==> src/rtl/fpmul_pkg.sv <==
// Shared types and defaults for the two-requester FP multiplier arbiter.
// Shared by fpmul_arbiter and fpmul_rsp_fifo.
package fpmul_pkg;

    localparam int LATENCY_DEF   = 3;
    localparam int RSP_DEPTH_DEF = 2;

    typedef logic        req_id_t;
    typedef logic [31:0] fp32_t;

endpackage

==> src/rtl/fpmul_rsp_fifo.sv <==
// First-word-fall-through response FIFO, one per requester.
// A write and a pop in the same cycle on a full FIFO both succeed.
module fpmul_rsp_fifo
    import fpmul_pkg::*;
#(
    parameter int DEPTH = RSP_DEPTH_DEF
) (
    input  logic  clk,
    input  logic  reset,
    input  logic  wr_en,
    input  fp32_t wr_data,
    input  logic  rd_en,
    output logic  rd_valid,
    output fp32_t rd_data
);

    localparam int AW = (DEPTH > 1) ? $clog2(DEPTH) : 1;
    localparam int CW = $clog2(DEPTH + 1);

    fp32_t          mem [DEPTH];
    logic [AW-1:0]  wr_ptr;
    logic [AW-1:0]  rd_ptr;
    logic [CW-1:0]  count;
    logic           pop;

    function automatic logic [AW-1:0] bump(input logic [AW-1:0] p);
        return (p == AW'(DEPTH - 1)) ? '0 : p + 1'b1;
    endfunction

    assign rd_valid = (count != '0);
    assign rd_data  = mem[rd_ptr];
    assign pop      = rd_en && rd_valid;

    always_ff @(posedge clk or negedge reset) begin
        if (!reset) begin
            for (int i = 0; i < DEPTH; i++) mem[i] <= '0;
            wr_ptr <= '0;
            rd_ptr <= '0;
            count  <= '0;
        end else begin
            if (wr_en) begin
                mem[wr_ptr] <= wr_data;
                wr_ptr      <= bump(wr_ptr);
            end
            if (pop) rd_ptr <= bump(rd_ptr);
            count <= count + CW'(wr_en) - CW'(pop);
        end
    end

endmodule

==> src/rtl/fpmul_arbiter.sv <==
// Two-requester arbiter in front of a shared fixed-latency FP multiplier.
// Define FPMUL_ARB_FIXED_PRIO_EN for fixed priority (requester 0 wins).
module fpmul_arbiter
    import fpmul_pkg::*;
#(
    parameter int LATENCY   = LATENCY_DEF,
    parameter int RSP_DEPTH = RSP_DEPTH_DEF
) (
    input  logic        clk,
    input  logic        reset,
    input  logic        req0_valid,
    output logic        req0_ready,
    input  logic [31:0] req0_a,
    input  logic [31:0] req0_b,
    input  logic        req1_valid,
    output logic        req1_ready,
    input  logic [31:0] req1_a,
    input  logic [31:0] req1_b,
    output logic        mul_valid,
    output logic [31:0] mul_a,
    output logic [31:0] mul_b,
    input  logic [31:0] mul_result,
    output logic        rsp0_valid,
    output logic [31:0] rsp0_data,
    input  logic        rsp0_ready,
    output logic        rsp1_valid,
    output logic [31:0] rsp1_data,
    input  logic        rsp1_ready,
    output logic        busy
);

    localparam int CW = $clog2(RSP_DEPTH + 1);

    logic [CW-1:0]      cnt0;
    logic [CW-1:0]      cnt1;
    logic               elig0;
    logic               elig1;
    logic               gnt0;
    logic               gnt1;
    logic               acc;
    logic               pop0;
    logic               pop1;
    req_id_t            issue_id;
    logic [LATENCY-1:0] tag_v;
    req_id_t            tag_id [LATENCY];
    logic               wr0;
    logic               wr1;

    assign elig0 = req0_valid && (cnt0 < CW'(RSP_DEPTH));
    assign elig1 = req1_valid && (cnt1 < CW'(RSP_DEPTH));

`ifdef FPMUL_ARB_FIXED_PRIO_EN
    assign gnt0 = elig0;
    assign gnt1 = elig1 && !elig0;
`else
    // rr_ptr high means requester 1 wins the next tie
    logic rr_ptr;

    assign gnt0 = elig0 && (!elig1 || !rr_ptr);
    assign gnt1 = elig1 && (!elig0 || rr_ptr);

    always_ff @(posedge clk or negedge reset) begin
        if (!reset)   rr_ptr <= 1'b0;
        else if (acc) rr_ptr <= gnt0;
    end
`endif

    assign req0_ready = gnt0;
    assign req1_ready = gnt1;
    assign acc        = gnt0 || gnt1;
    assign pop0       = rsp0_valid && rsp0_ready;
    assign pop1       = rsp1_valid && rsp1_ready;
    assign busy       = (cnt0 != '0) || (cnt1 != '0);

    always_ff @(posedge clk or negedge reset) begin
        if (!reset) begin
            cnt0 <= '0;
            cnt1 <= '0;
        end else begin
            cnt0 <= cnt0 + CW'(gnt0) - CW'(pop0);
            cnt1 <= cnt1 + CW'(gnt1) - CW'(pop1);
        end
    end

    always_ff @(posedge clk or negedge reset) begin
        if (!reset) begin
            mul_valid <= 1'b0;
            mul_a     <= '0;
            mul_b     <= '0;
            issue_id  <= 1'b0;
        end else begin
            mul_valid <= acc;
            if (acc) begin
                mul_a    <= gnt1 ? req1_a : req0_a;
                mul_b    <= gnt1 ? req1_b : req0_b;
                issue_id <= gnt1;
            end
        end
    end

    // Tag for an issue reaches the last stage as its product arrives
    always_ff @(posedge clk or negedge reset) begin
        if (!reset) begin
            tag_v <= '0;
            for (int i = 0; i < LATENCY; i++) tag_id[i] <= 1'b0;
        end else begin
            tag_v[0]  <= mul_valid;
            tag_id[0] <= issue_id;
            for (int i = 1; i < LATENCY; i++) begin
                tag_v[i]  <= tag_v[i-1];
                tag_id[i] <= tag_id[i-1];
            end
        end
    end

    assign wr0 = tag_v[LATENCY-1] && (tag_id[LATENCY-1] == 1'b0);
    assign wr1 = tag_v[LATENCY-1] && (tag_id[LATENCY-1] == 1'b1);

    fpmul_rsp_fifo #(.DEPTH(RSP_DEPTH)) u_fifo0 (
        .clk      (clk),
        .reset    (reset),
        .wr_en    (wr0),
        .wr_data  (mul_result),
        .rd_en    (rsp0_ready),
        .rd_valid (rsp0_valid),
        .rd_data  (rsp0_data)
    );

    fpmul_rsp_fifo #(.DEPTH(RSP_DEPTH)) u_fifo1 (
        .clk      (clk),
        .reset    (reset),
        .wr_en    (wr1),
        .wr_data  (mul_result),
        .rd_en    (rsp1_ready),
        .rd_valid (rsp1_valid),
        .rd_data  (rsp1_data)
    );

endmodule

==> config.mk <==
export PLATFORM = sky130hd
export DESIGN_NAME = fpmul_arbiter
export DESIGN_NICKNAME = d
export VERILOG_FILES = /design/src/rtl/fpmul_pkg.sv /design/src/rtl/fpmul_rsp_fifo.sv /design/src/rtl/fpmul_arbiter.sv
export SDC_FILE = /design/constraint.sdc
export NUM_CORES = 1
export LEC_CHECK = 0
export CORE_MARGIN = 1
export CORE_UTILIZATION = 40
export DETAILED_ROUTE_END_ITERATION = 6
export PLACE_DENSITY = 0.71
export SLEW_MARGIN = 40
export SYNTH_ARGS = -nofsm -noshare
export SYNTH_HDL_FRONTEND = slang
export SYNTH_SLANG_ARGS = --single-unit
==> constraint.sdc <==
create_clock -name clk -period 2 [get_ports clk]
set_input_delay 0.5 -clock clk [delete_from_list [all_inputs] [get_ports clk]]
set_output_delay 0.5 -clock clk [all_outputs]
set_load 0.05 [all_outputs]
Word level (Yosys, flattened, before mapping)
Cells that the tools add are included.
{"block": "totals", "reg_bits": 213, "output_inout_bits": 134, "word_cells": 85}
{"block": "op_classes", "n_addsub": 12, "magnitude_cmp": 8, "muxes": 18, "bitwise_logic": 5, "n_reduce_logical": 21}
{"operator": "two-way mux 32 bit", "n": 10}
{"operator": "bitwise mux 64 bit", "n": 2}
{"operator": "demux 32 bit (select 1 bit)", "n": 2}
{"operator": "logical AND 1 bit", "n": 10}
{"operator": "adder 2 x 1 -> 2 bit", "n": 4}
{"operator": ">= comparator 2 bit (second input constant)", "n": 4}
{"operator": "inverter 1 -> 2 bit", "n": 4}
{"operator": "nonzero test 2 bit", "n": 4}
{"operator": "subtractor 2 x 1 -> 2 bit", "n": 4}
{"operator": "adder 1 bit (second input constant)", "n": 4}
{"operator": "logical OR 1 bit", "n": 4}
{"operator": "less-than comparator 2 x 1 -> 1 bit (second input constant)", "n": 2}
{"operator": "less-than comparator 2 bit (second input constant)", "n": 2}
{"operator": "two-way mux 1 bit", "n": 4}
{"operator": "logical NOT 1 bit", "n": 3}
{"operator": "inverter 1 bit", "n": 1}

Logic depth before layout (Yosys ltp)
{"block": "logic_depth", "ltp_word": 7, "mapped_depth": 8}

Cells and area by module
Synthesis repeated with hierarchy kept, for this count alone.
{"block": "unflattened", "cells_unflattened": 636, "area_unflattened_um2": 9389.0}
{"module": "fpmul_rsp_fifo", "instances": 2, "cells_each": 187, "area_each_um2": 2987.9}
{"module": "fpmul_arbiter", "instances": 1, "cells_each": 262, "area_each_um2": 3413.3}

Worst setup path after synthesis
OpenSTA, ideal clock, no wires.
{"block": "synth_path", "path_type": "input -> register", "from": "input port req1_valid", "to": "register cnt0[1]", "arrival_time_ps": 1930, "path_slack_ps": -53, "stages": 8, "n_path_buf": 2, "path_cell_list": "nor2b_1 > a21o_1 > buf_2 > buf_4 > inv_1 > ha_1 > xnor2_1 > xnor2_1"}
{"block": "synth_between", "elab_chain_len": 6}
{"item": "from (decl)", "line": "fpmul_arbiter.sv:15", "text": "input logic req1_valid,"}
{"item": "logical AND 1 bit", "line": "fpmul_arbiter.sv:50", "text": "assign elig1 = req1_valid && (cnt1 < CW'(RSP_DEPTH));"}
{"item": "logical NOT 1 bit", "line": "fpmul_arbiter.sv:59", "text": "assign gnt0 = elig0 && (!elig1 || !rr_ptr);"}
{"item": "logical OR 1 bit", "line": "fpmul_arbiter.sv:59"}
{"item": "logical AND 1 bit", "line": "fpmul_arbiter.sv:59"}
{"item": "named net req0_ready", "line": "fpmul_arbiter.sv:12", "text": "output logic req0_ready,"}
{"item": "adder 2 x 1 -> 2 bit", "line": "fpmul_arbiter.sv:80", "text": "cnt0 <= cnt0 + CW'(gnt0) - CW'(pop0);"}
{"item": "subtractor 2 x 1 -> 2 bit", "line": "fpmul_arbiter.sv:80"}
{"item": "to (signal assigned)", "line": "fpmul_arbiter.sv:80"}
{"item": "to (decl)", "line": "fpmul_arbiter.sv:34", "text": "logic [CW-1:0] cnt0;"}
The timed path passes the listed nets, and every way through them passes these cells.
A chain may end at the register's enable or synchronous reset.

Final worst setup path
{"block": "layout_path", "from": "register u_fifo1.rd_ptr", "to": "output port rsp1_data[22]"}
{"block": "layout_between", "elab_chain_len": 4}
{"item": "from (decl)", "line": "fpmul_rsp_fifo.sv:22", "text": "logic [AW-1:0] rd_ptr;"}
{"item": "from (signal assigned)", "line": "fpmul_rsp_fifo.sv:45", "text": "if (pop) rd_ptr <= bump(rd_ptr);"}
{"item": "inverter 1 -> 2 bit (implied by the code)", "line": "fpmul_rsp_fifo.sv:31", "text": "assign rd_data = mem[rd_ptr];"}
{"item": "two-way mux 32 bit (implied by the code) (3 in series)", "line": "fpmul_rsp_fifo.sv:31"}
{"item": "to (decl)", "line": "fpmul_arbiter.sv:27", "text": "output logic [31:0] rsp1_data,"}
No other way between the ends. The select of a mux whose other input is x is not followed.

==> flow_summary.yaml <==
run_status:
  status: "finished, violations left"
  violations: "DRC, setup timing"
yosys:
  synth.most_common_cell: "dfrtp_1"
  ys_types: 33
  synth_area_per_cell_um2: 13.13
  yosysTopAreaCellShare: 0.5865
  synth_edf_count: 0
  synth_top_family_by_area: "multiplexers"
  yosys-top-cells-count: "dfrtp_1 (213), mux2_2 (162), nor2_1 (128)"
  async_flop_share: 1.000
  synth-xor-area-share: 0.01156
  synth-simple-area-share: 0.06553
  synth-main-ff-cell: "dfrtp_1"
  ys_ff_latch: 213
  synth_compound_area_frac: 0.04997
  synth_fp_nets: 862
  muxShareOfSynthArea: 0.2510
  yosysSeqAreaShare: 0.5865
  yosysTopAreaCell: "dfrtp_1"
  yosysWarnings: 0
  synthAdderAreaFrac: 0.005507
  syn_inst: 692
  syn-cell-area_um2: 9089
  synth_area_leaders: "dfrtp_1 (59%), mux2_2 (20%), nor2_1 (5.3%)"
detailed_routing:
  drcViolationCount: 10
  num_vias: 6681
  detail-route-antenna-nets: 0
  drt-initial-drc-count: 207
  drt_wl_total_mm: 25.43
  viasPerCell: 5.061
  firstDrtPassIters: 7
  post_drt_wl_per_cell_um: 19.26
setup_path:
  r2r_start: "cnt0[1]"
  crit_type: "reg2out"
  ff2ff_path_depth: 8
  crit_required_ps: 1500
  worstPathArrival_ps: 1720
  rrSetupSlack_ps: 250
  path_max_fanout: 16
  r2r_end: "mul_b[23]"
  cp-end-kind: "output port"
  crit_path_start_kind: "flop"
place:
  dp_hpwl_mm: 17.69
  place.gp.congestion: 0.8450
  dpl_cell_area_um2: 13220
  portBuffers: 299
  dpl_worst_slack_ps: -104.9
clock_network:
  cts_buffer_depth: 3
  cts_tree: "built"
  clock_latency_ps: 500
  cts_root_buf: "clkbuf_16"
  clk_transition_reported_paths_ps: 60
  cts.sinks: 213
  cts_max_level: 1
  cts-buffers-inserted: 23
worst_hold_path:
  whs_endpoint: "tag_v[2]"
  min_path_cells: 0
  hold_path.startpoint: "tag_v[1]"
  hold_path.class: "reg2reg"
cells_and_area:
  fin_nets: 1194
  drive_above_1_share: 0.3956
  area_growth_pct: 56.54
  final_area_um2: 14230
  fillers: 1654
sta:
  clock_skew_ps: 15.53
  rsz0062_at_grt: "true"
  finalHoldViolCount: 0
  finalCritPeriodShare: 1.112
  slew_violations: 0
  setup_viol: 66
  relSlewSlack: 0.6698
  fmax_mhz: 449.7
  tightest_slew_ps: 497.3
  period_needed_ps: 2224
  setup_slack_ps: -223.6
global_routing:
  antenna_found_initial: 1
  grt_max_degree: 55
  grt_first_pass_wirelength_mm: 39.43
  groute.usage.overall: 0.2139
  overflow: 0
  grt_pass1_vias: 7147
floorplanning:
  dieArea_um2: 23330
  die_w_um: 152.7
  num_rows: 54
  initial_core_util: 0.4126
  dieHeight_um: 152.7
  coreArea_um2: 22030
  pin_count: 300
power:
  pwr_density_cell_nw_per_um2: 2208
  ir_drop_mv: 1.350
  leakage_nw: 6.263
run:
  max_cap_violations: 0
## cells by family (layout without fill, tap and decap cells)
| group | after synthesis | count (layout) |
|---|---|---|
| buffers and inverters | 48 | 395 |
| multiplexers | 193 | 193 |
| AND/OR/NAND/NOR | 149 | 149 |
| XOR/XNOR | 12 | 12 |
| flip-flops | 213 | 213 |
| adder cells (fa/ha/maj) | 4 | 4 |
| other | 0 | 1 |
| AO/OA/AOI/OAI | 73 | 73 |
## stage by stage
| step | cells | setup TNS [ps] | power [W] | hold slack, ps | utilization |
|---|---|---|---|---|---|
| floorplan | 692 | 0 | 0.01880 | 204.4 | - |
| global placement | 1265 | -495.6 | 0.02658 | 332.9 | 0.6000 |
| detailed placement | 1265 | -1623 | 0.02684 | 334.7 | 0.6000 |
| CTS | 1313 | -15090 | 0.03127 | 342.5 | 0.6399 |
| global route | 1320 | -14440 | 0.03280 | 346.5 | 0.6459 |
| finish | 1320 | -11910 | 0.03141 | 341.8 | 0.6459 |
## worst max-delay path, stage by stage (launching register included)
cell and delay, ps:
dfrtp_2 450, buf_12 190, mux2_2 400, buf_12 160
## layout by cell type, fill, tap and decap left out, types with 3 or more instances in the layout
| cell | count |
|---|---|
| nor2_1 | 128 |
| nand2_1 | 8 |
| clkdlybuf4s50_1 | 163 |
| clkbuf_8 | 7 |
| mux2_4 | 64 |
| clkbuf_1 | 4 |
| dfrtp_2 | 3 |
| buf_4 | 79 |
| buf_6 | 3 |
| mux2_2 | 127 |
| o22ai_1 | 64 |
| or2_2 | 3 |
| inv_1 | 4 |
| clkbuf_16 | 25 |
| buf_12 | 80 |
| dlygate4sd2_1 | 19 |
| ha_1 | 3 |
| xnor2_1 | 10 |
| dfrtp_1 | 210 |
| clkinv_2 | 5 |
## state kept, by name, indices dropped and copies added, names as in the netlist, 2 cells and up
signal and flops:
tag_v 3, cnt1 2, mul_a 32, mul_b 32, u_fifo0.count 2, u_fifo0.mem 64
cnt0 2, tag_id 3, u_fifo1.count 2, u_fifo1.mem 64
## power by group
| group | internal, W | switching [W] |
|---|---|---|
| Sequential | 0.00654 | 0.00127 |
| Clock | 0.00233 | 0.00168 |
| Combinational | 0.00921 | 0.0104 |
| Total | 0.0181 | 0.0133 |
## what timing repair did
action / in CTS / in global routing
hold buffers: 1 / 0
endpoints found under the hold margin: 43 / 0
gates cloned: 0 / 2
setup buffers: 7 / 4
pin swaps: 2 / 0
setup endpoints to repair: 85 / 67
resized for setup: 53 / 15
## cell type report
type / instances / area, µm² / share of cell area
antenna: 1 / 2.502 / 0.0001759
clock buffer: 33 / 673.1 / 0.04731
clock inverter: 7 / 41.29 / 0.002902
inverter: 6 / 26.28 / 0.001847
multi-input combinational: 431 / 3685 / 0.2590
sequential: 213 / 5334 / 0.3749
tap: 280 / 350.3 / 0.02462
timing repair buffer: 349 / 4115 / 0.2892
## per-layer routing
| layer | routed length, µm | share of wire | GRT usage | vias up |
|---|---|---|---|---|
| li1 | - | - | - | 3096 |
| met1 | 10410 | 0.41 | 0.2618 | 3308 |
| met2 | 12750 | 0.50 | 0.3779 | 249 |
| met3 | 1906 | 0.075 | 0.05603 | 28 |
| met4 | 356 | 0.014 | 0.04618 | 0 |
| met5 | 0 | 0 | 0 | - |
## how the worst max path moves through the flow
| stage | startpoint | endpoint | slack, ps |
|---|---|---|---|
| after floorplan | req1_valid | cnt0[1] | 5 |
| after global placement | req1_valid | req0_ready | -80 |
| after detailed placement | req1_valid | req0_ready | -100 |
| after CTS | u_fifo1.rd_ptr | rsp1_data[0] | -280 |
| after global routing | u_fifo1.rd_ptr | rsp1_data[15] | -260 |
| final | u_fifo1.rd_ptr | rsp1_data[22] | -220 |
Power figures use the tool's default switching activity.
